<file path="src/rtl/fpa_align_scheduler.sv">
// Round-robin scheduler sharing one FP alignment datapath between two requesters (issue + result stage).
// Optional saturating statistics counters are built when FPA_ALIGN_SCHED_STATS_EN is defined.
module fpa_align_scheduler #(
   parameter int TAGW = 4,
   parameter int OPW  = 78
) (
   input  logic            clk,
   input  logic            rst,
   input  logic            req0_valid,
   output logic            req0_ready,
   input  logic [OPW-1:0]  req0_ops,
   input  logic [TAGW-1:0] req0_tag,
   input  logic            req1_valid,
   output logic            req1_ready,
   input  logic [OPW-1:0]  req1_ops,
   input  logic [TAGW-1:0] req1_tag,
   output logic [7:0]      dp_exp_a,
   output logic [7:0]      dp_exp_b,
   output logic [27:0]     dp_mantis_a,
   output logic [27:0]     dp_mantis_b,
   output logic [2:0]      dp_type_a,
   output logic [2:0]      dp_type_b,
   input  logic [7:0]      dp_exp,
   input  logic [27:0]     dp_mantis_great,
   input  logic [27:0]     dp_mantis_small,
   output logic            out_valid,
   input  logic            out_ready,
   output logic [7:0]      out_exp,
   output logic [27:0]     out_great,
   output logic [27:0]     out_small,
   output logic            out_src,
   output logic [TAGW-1:0] out_tag
`ifdef FPA_ALIGN_SCHED_STATS_EN
   ,
   output logic [15:0]     stat_grant0,
   output logic [15:0]     stat_grant1,
   output logic [15:0]     stat_stall
`endif
);

   logic            s1_valid_r;
   logic [OPW-1:0]  s1_ops_r;
   logic [TAGW-1:0] s1_tag_r;
   logic            s1_src_r;
   logic            last_grant_r;

   logic            out_valid_r;
   logic [7:0]      out_exp_r;
   logic [27:0]     out_great_r;
   logic [27:0]     out_small_r;
   logic            out_src_r;
   logic [TAGW-1:0] out_tag_r;

   logic            drain_s;
   logic            s2_load_s;
   logic            s1_load_s;
   logic            grant_any_s;
   logic            grant_s;
   logic            hs_s;
   logic            hs0_s;
   logic            hs1_s;
   logic [OPW-1:0]  sel_ops_s;
   logic [TAGW-1:0] sel_tag_s;

   // Stage-advance conditions: a draining result register lets the issue stage move in the same cycle.
   always_comb begin
      drain_s   = out_valid_r & out_ready;
      s2_load_s = s1_valid_r & (~out_valid_r | drain_s);
      s1_load_s = ~s1_valid_r | s2_load_s;
   end

   // Round-robin pick; on a tie the requester that did not win last time gets the slot.
   always_comb begin
      grant_any_s = 1'b0;
      grant_s     = 1'b0;
      if (req0_valid && req1_valid) begin
         grant_any_s = 1'b1;
         grant_s     = ~last_grant_r;
      end else if (req0_valid) begin
         grant_any_s = 1'b1;
         grant_s     = 1'b0;
      end else if (req1_valid) begin
         grant_any_s = 1'b1;
         grant_s     = 1'b1;
      end else begin
         grant_any_s = 1'b0;
         grant_s     = 1'b0;
      end
   end

   // Handshake qualification and the operand/tag mux feeding the issue register.
   always_comb begin
      hs_s  = grant_any_s & s1_load_s & ~rst;
      hs0_s = hs_s & ~grant_s;
      hs1_s = hs_s & grant_s;
      if (grant_s) begin
         sel_ops_s = req1_ops;
         sel_tag_s = req1_tag;
      end else begin
         sel_ops_s = req0_ops;
         sel_tag_s = req0_tag;
      end
   end

   // Issue register: holds the granted operation while the shared datapath works on it.
   always_ff @(posedge clk) begin
      if (rst) begin
         s1_valid_r   <= 1'b0;
         s1_ops_r     <= {OPW{1'b0}};
         s1_tag_r     <= {TAGW{1'b0}};
         s1_src_r     <= 1'b0;
         last_grant_r <= 1'b1;
      end else begin
         if (hs_s) begin
            s1_ops_r     <= sel_ops_s;
            s1_tag_r     <= sel_tag_s;
            s1_src_r     <= grant_s;
            last_grant_r <= grant_s;
         end
         s1_valid_r <= hs_s | (s1_valid_r & ~s2_load_s);
      end
   end

   // Result register: captures the datapath outputs plus the issue-stage bookkeeping.
   always_ff @(posedge clk) begin
      if (rst) begin
         out_valid_r <= 1'b0;
         out_exp_r   <= 8'd0;
         out_great_r <= 28'd0;
         out_small_r <= 28'd0;
         out_src_r   <= 1'b0;
         out_tag_r   <= {TAGW{1'b0}};
      end else begin
         if (s2_load_s) begin
            out_exp_r   <= dp_exp;
            out_great_r <= dp_mantis_great;
            out_small_r <= dp_mantis_small;
            out_src_r   <= s1_src_r;
            out_tag_r   <= s1_tag_r;
         end
         out_valid_r <= s2_load_s | (out_valid_r & ~drain_s);
      end
   end

   assign req0_ready  = hs0_s;
   assign req1_ready  = hs1_s;
   assign dp_exp_a    = s1_ops_r[7:0];
   assign dp_exp_b    = s1_ops_r[15:8];
   assign dp_mantis_a = s1_ops_r[43:16];
   assign dp_mantis_b = s1_ops_r[71:44];
   assign dp_type_a   = s1_ops_r[74:72];
   assign dp_type_b   = s1_ops_r[77:75];
   assign out_valid   = out_valid_r;
   assign out_exp     = out_exp_r;
   assign out_great   = out_great_r;
   assign out_small   = out_small_r;
   assign out_src     = out_src_r;
   assign out_tag     = out_tag_r;

`ifdef FPA_ALIGN_SCHED_STATS_EN
   function automatic logic [15:0] sat_inc16(input logic [15:0] val, input logic en);
      logic [15:0] res;
      if (en && (val != 16'hFFFF)) begin
         res = val + 16'd1;
      end else begin
         res = val;
      end
      return res;
   endfunction

   logic [15:0] stat_grant0_r;
   logic [15:0] stat_grant1_r;
   logic [15:0] stat_stall_r;

   // Saturating per-requester handshake counters and downstream stall counter.
   always_ff @(posedge clk) begin
      if (rst) begin
         stat_grant0_r <= 16'd0;
         stat_grant1_r <= 16'd0;
         stat_stall_r  <= 16'd0;
      end else begin
         stat_grant0_r <= sat_inc16(stat_grant0_r, hs0_s);
         stat_grant1_r <= sat_inc16(stat_grant1_r, hs1_s);
         stat_stall_r  <= sat_inc16(stat_stall_r, out_valid_r & ~out_ready);
      end
   end

   assign stat_grant0 = stat_grant0_r;
   assign stat_grant1 = stat_grant1_r;
   assign stat_stall  = stat_stall_r;
`endif

endmodule
</file>
<file path="config.mk">
export PLATFORM = sky130hd
export DESIGN_NAME = fpa_align_scheduler
export DESIGN_NICKNAME = d
export VERILOG_FILES = /design/src/rtl/fpa_align_scheduler.sv
export SDC_FILE = /design/constraint.sdc
export NUM_CORES = 1
export LEC_CHECK = 0
export CORE_MARGIN = 10
export CORE_UTILIZATION = 34
export CTS_BUF_LIST = sky130_fd_sc_hd__clkbuf_2 sky130_fd_sc_hd__clkbuf_4 sky130_fd_sc_hd__clkbuf_8
export CTS_CLUSTER_SIZE = 10
export DETAILED_ROUTE_END_ITERATION = 8
export PLACE_DENSITY = 0.8
export SLEW_MARGIN = 20
export SYNTH_ARGS = -nofsm -noshare
export SYNTH_HDL_FRONTEND = slang
export SYNTH_SLANG_ARGS = --single-unit
</file>
<file path="constraint.sdc">
create_clock -name clk -period 1.46 [get_ports clk]
set_clock_uncertainty 0.2 [all_clocks]
set_input_delay 0.292 -clock clk [delete_from_list [all_inputs] [get_ports clk]]
set_output_delay 0.292 -clock clk [all_outputs]
set_load 0.02 [all_outputs]
</file>
==> results of run 1 <==
[through the flow]
stage,TNS [ns],utilization
6_report,-33.01,0.704
5_1_grt,-45.60,0.704
4_1_cts,-49.54,0.647
3_5_place_dp,-109.67,0.571
3_3_place_gp,-105.83,0.571
2_1_floorplan,-0.260,-
[placed cells by master (no fill, tap or decap), drive strengths merged, types with 2 or more instances in the layout]
master	n
o2bb2ai	82
inv	5
clkinv	2
nand3b	2
nand3	69
clkinvlp	4
clkbuf	25
mux2i	82
bufinv	3
buf	250
o21ai	69
a21oi	72
dfxtp	155
dlygate4sd2	3
nor2	2
diode	9
clkdlybuf4s50	228
[worst max path at each step]
stage | start | to | slack, ns | depth (start not counted)
6_report | s1_valid_r$_SDFF_PP0_ | req0_ready | -0.53 | 5
3_5_place_dp | out_ready | req1_ready | -1.06 | 5
4_1_cts | out_valid$_SDFF_PP0_ | req1_ready | -0.59 | 4
2_1_floorplan | out_valid$_SDFF_PP0_ | req1_ready | -0.15 | 4
3_3_place_gp | out_ready | req1_ready | -1.04 | 5
5_1_grt | s1_valid_r$_SDFF_PP0_ | req0_ready | -0.63 | 5
[final cells by class]
cell class                 count  area, sq um  share of cell area
clock inverter                12          160              0.0127
antenna                        9         22.5             0.00179
tap                          229          287              0.0227
sequential                   155         3300               0.261
multi-input combinational    386         3160               0.251
clock buffer                  20          269              0.0213
timing repair buffer         487         5400               0.429
inverter                       2         10.0            0.000794
[Yosys cell counts]
cell	n
a211oi_1	1
o2bb2ai_1	82
a21oi_2	1
a21boi_2	1
clkbuf_1	36
a2bb2oi_1	1
buf_2	13
o21ai_0	69
dfxtp_1	155
nand2b_1	1
and2_1	1
or2_1	1
inv_1	2
clkbuf_4	2
nand3b_1	2
buf_6	3
buf_4	8
mux2i_1	82
and2b_1	1
buf_8	4
a22o_1	1
a21oi_1	71
nor2_1	2
nand3_1	69
[routing by layer]
metal,GRT usage,vias up,part of all wire
li1,-,3160,-
met5,0,-,0
met3,0.103,73,0.10
met1,0.247,3388,0.35
met4,0.0972,0,0.041
met2,0.401,377,0.50
[registers in the layout, summed over array words and instances, names as in the netlist]
signal / cells
s1_src_r: 1
s1_ops_r: 78
out_valid: 1
s1_tag_r: 4
out_exp: 8
last_grant_r: 1
s1_valid_r: 1
out_great: 28
out_tag: 4
out_src: 1
out_small: 28
[cell families (layout without fill, tap and decap cells)]
group / after synthesis / count (layout) / synth area share
simple gates: 77 / 77 / 0.0640
flops: 155 / 155 / 0.504
buf+inv: 68 / 521 / 0.0612
other cells: 0 / 9 / 0
mux: 82 / 82 / 0.133
compound gates: 227 / 227 / 0.238
[power by group]
group | internal (mW) | leakage [nW] | switching (mW)
clock | 1.82 | 0.206 | 1.76
combinational | 1.89 | 3.47 | 1.50
sequential | 4.60 | 1.33 | 0.243
[repair_timing]
action                                  CTS  global route
hold endpoints to repair                  0             0
gates cloned                             16             5
endpoints found under the setup margin  304           295
pin swaps                                16             9
gates resized for setup                 924           247
setup buffers                            33            28
[worst reg2reg max path: cells and delay by family, from the launching register on]
family	cells	cell delay (ns)
buf+inv	6	0.79
flops	1	0.37
compound gates	2	0.27
simple gates	1	0.14
==> qor.yml, run 1 <==
vias_per_cell: 5.38
finalPower_mw: 11.8
dpl_cell_area_sq_um: 10200
crit_type: "flop to output port"
slowest_delay_ns: 0.36
hp-class: "input pin to flop"
rsz0062_at_grt: "yes"
clockBufferDepth: 2
place_ws_ns: -1.06
min_to: "s1_valid_r$_SDFF_PP0_"
syn_to_final_growth_pct: 105
numCtsBuffers: 17
hold_slack_ns: 0.145
end_kind: "output port"
cts-htree-levels: 4
ys_seq_area_frac: 0.504
fin_nets: 1282
synth_cell_types: 24
crit_fanout: 2
dp.cells: 1184
grt_pass1_vias: 7177
gp_congestion: 0.853
grt_pass1_wl_microns: 43700
synth_nets: 842
drt_iter0_markers: 272
cts_tree: "yes"
cts_hold_buf: 0
port_buffers: 382
r2r_end: "s1_ops_r[8]$_SDFFE_PP0P_"
clock-sinks: 155
max-vdd-ir-drop_mv: 0.995
grtUsageTotal: 0.235
layout-drive-gt1-share: 0.474
grt_max_degree: 72
slew_viol_final: 0
avgSynthCellArea_sq_um: 10.1
hold-path-cell-count: 3
drtAntennaViolNets: 0
fin_crit_sh: 1.37
die-area_sq_um: 23900
cellLeakagePower_nw: 5.01
pin_count: 383
grt_overflow: 0
vias: 6998
wl_per_cell_microns: 25.1
setup-violations-final: 157
max_cap_viol_count: 0
synth.cell_area_sq_um: 6160
synth_top_area_frac: 0.504
critPathArrivalTime_ns: 1.50
failed_checks: "setup timing"
drt_drc_violations_left: 0
status: "finished, violations left"
start_util: 0.344
final_cells: 1300
wl_microns: 32700
critPathRequiredTime_ns: 0.97
antenna_found_initial: 8
fp.dieH_microns: 155
cp_top_family: "simple AND/OR/NAND/NOR gates"
synth_area_leaders: "dfxtp_1 (50%), mux2i_1 (13%), o2bb2ai_1 (12%)"
syn_inst: 609
yosys.area.top_type: "dfxtp_1"
r2r_cells: 9
max_slew_margin: 0.470
crit-reg2reg-launch: "s1_valid_r$_SDFF_PP0_"
dp_hpwl_microns: 19300
drt-pass1-iter-count: 5
rows: 49
cp-start-kind: "flop"
fillCellCount: 1217
ys_ff_latch: 155
min_period_ns: 1.99
path_buf_inv: 2
regToRegSetupSlack_ns: -0.39
finalWorstSetupSlack_ns: -0.534
p_per_area_nw_per_um2: 937
yosysWarningCount: 0
cp_slowest_cell: "dfxtp_4"
hold_viol_final: 0
clkLatencyLatePin_ns: 0.44
die_x_microns: 155
clk_pin_slew_ns: 0.08
core_area_sq_um: 17900
worst_pin_slew_ns: 0.794
cts.root.buffer_cell: "clkbuf_8"
finish.instance_area_sq_um: 12600
min-delay-start: "req1_valid"
crit_path_cell_trace: "buf_12 -> nand3b_1 -> nand3b_1 -> nor2_4 -> buf_6"
max_freq_mhz: 502
timing.critical_path.mode_cell: "nand3b_1"
Note: power is estimated with default switching activity, not from simulation.
==> run 2: changes to the inputs <==
SKIP_LAST_GASP = 1   (was default)
==> qor.yml, run 2 (synthesis results as in run 1) <==
final_util: 0.689  # -0.0145
clockBufferDepth: 2  # unchanged
max_slew_margin: 0.403  # -0.0675
syn_to_final_growth_pct: 100
worst_pin_slew_ns: 0.896  # +0.101 ns
rsz0062_at_grt: "yes"
drt_drc_violations_left: 0  # unchanged
final_common_cell: "clkdlybuf4s50_1"
crit_path_cell_trace: "buf_12 -> nand3b_1 -> nand3b_1 -> nor2_4 -> buf_6"
vias_per_cell: 5.36  # -0.48%
port_buffers: 382  # unchanged
cts_tree: "yes"
dpl_cell_area_sq_um: 10200  # unchanged
grtUsageTotal: 0.233  # -0.00196
timing.critical_path.mode_cell: "nand3b_1"
regMostFlops: "s1_ops_r"
drt_iter0_markers: 317  # +17%
fin_nets: 1276  # -0.47%
numCtsBuffers: 17  # unchanged
gp_congestion: 0.853  # unchanged
vias: 6932  # -0.94%
layout-drive-gt1-share: 0.415  # -0.0589
pin_count: 383  # unchanged
clk_pin_slew_ns: 0.08  # about the same
cts-htree-levels: 4  # unchanged
grt_max_degree: 72  # unchanged
finalWorstSetupSlack_ns: -0.545  # -0.0110 ns
largest_reg_flops: 78  # unchanged
hold_viol_final: 0  # unchanged
max-vdd-ir-drop_mv: 0.998  # +0.31%
dp_hpwl_microns: 19300  # unchanged
grt_pass1_wl_microns: 43300  # -0.90%
max_cap_viol_count: 0  # unchanged
slew_viol_final: 0  # unchanged
failed_checks: "setup timing"
core_area_sq_um: 17900  # unchanged
drt-pass1-iter-count: 4  # -1
rows: 49  # unchanged
crit_type: "flop to output port"
cp_top_family: "simple AND/OR/NAND/NOR gates"
critPathRequiredTime_ns: 0.97  # about the same
clock-sinks: 155  # unchanged
die-area_sq_um: 23900  # unchanged
grt_overflow: 0  # unchanged
wl_microns: 32900  # +0.68%
critPathArrivalTime_ns: 1.51  # about the same
max_freq_mhz: 499  # -0.55%
layout_common_cells: "clkdlybuf4s50_1 (228), buf_4 (132), dfxtp_1 (92), mux2i_1 (72), nand3_1 (69)"
status: "finished, violations left"
setup-violations-final: 187  # +19%
min_period_ns: 2.00  # +0.0110 ns
cp_slowest_cell: "dfxtp_4"
clkLatencyLatePin_ns: 0.45  # about the same
antenna_found_initial: 8  # unchanged
hp-class: "input pin to flop"
path_buf_inv: 2  # unchanged
crit_fanout: 2  # unchanged
cellLeakagePower_nw: 4.87  # -2.7%
die_x_microns: 155  # unchanged
fin_crit_sh: 1.37  # +0.00756
cp-start-kind: "flop"
cts.root.buffer_cell: "clkbuf_8"
slowest_delay_ns: 0.36  # about the same
fp.dieH_microns: 155  # unchanged
wl_per_cell_microns: 25.4  # +1.1%
grt_pass1_vias: 7059  # -1.6%
finish.instance_area_sq_um: 12300  # -2.1%
end_kind: "output port"
start_util: 0.344  # unchanged
p_per_area_nw_per_um2: 950  # +1.4%
drtAntennaViolNets: 0  # unchanged
fin_tns_setup_ns: -48.43  # -15.42 ns
## run 2: repair_timing
action                     in CTS  in global routing
setup endpoints to repair     304                298
buffers inserted               33                 12
gates resized for setup       898                157
cloned                         16                 17
hold buffers                    0                  0
pin swaps                      16                 73
## run 2: layer usage
metal	share of wire	track usage
met5	0	0
met4	0.028	0.0837
met3	0.10	0.105
met2	0.52	0.398
met1	0.35	0.248
## run 2: worst paths after layout
check	startpoint	to	slack [ns]	cells after the start
worst min register to register	out_small[27]$_SDFFE_PP0P_	out_small[27]$_SDFFE_PP0P_	0.26	2
worst max register to register	s1_valid_r$_SDFF_PP0_	s1_ops_r[30]$_SDFFE_PP0P_	-0.46	9
worst min-delay path	req1_valid	s1_valid_r$_SDFF_PP0_	0.14	3
worst max-delay path	s1_valid_r$_SDFF_PP0_	req0_ready	-0.54	5
## run 2: where the power goes
part / switching [mW] / internal, mW / total, mW / leakage (nW)
registers: 0.230 / 4.57 / 4.80 / 1.30
logic: 1.52 / 1.81 / 3.32 / 3.37
clock network: 1.78 / 1.82 / 3.60 / 0.206
total: 3.53 / 8.19 / 11.7 / 4.87
## run 2: tightest hold or removal path: stages
cell	delay, ns
dlygate4sd2_1	0.21
nor2_1	0.09
a21oi_1	0.16
## run 2: through the flow
stage               hold WS (ns)  cells  setup WS (ns)  power (mW)
detailed placement         0.246   1184          -1.06        7.39
CTS                       0.0811   1265         -0.592        11.3
global route               0.128   1293         -0.613        12.1
global placement           0.243   1184          -1.04        7.35
finish                     0.139   1294         -0.545        11.7
floorplan                  0.232    609         -0.155        5.90
## run 2: final cells by class
class	instances	area (sq um)
Timing Repair inverter	1	7.51
Inverter	2	11.3
Clock inverter	12	160
Fill cell	1271	5560
Multi-Input combinational cell	386	3280
Tap cell	229	287
Timing Repair Buffer	480	5120
Antenna cell	9	22.5
Sequential cell	155	3180
Clock buffer	20	269
==> run 3: changes to the inputs <==
CAP_MARGIN = 20   (was default)
==> results of run 3 <==
No change in the layout: final DEF, timing and power equal those of run 2.
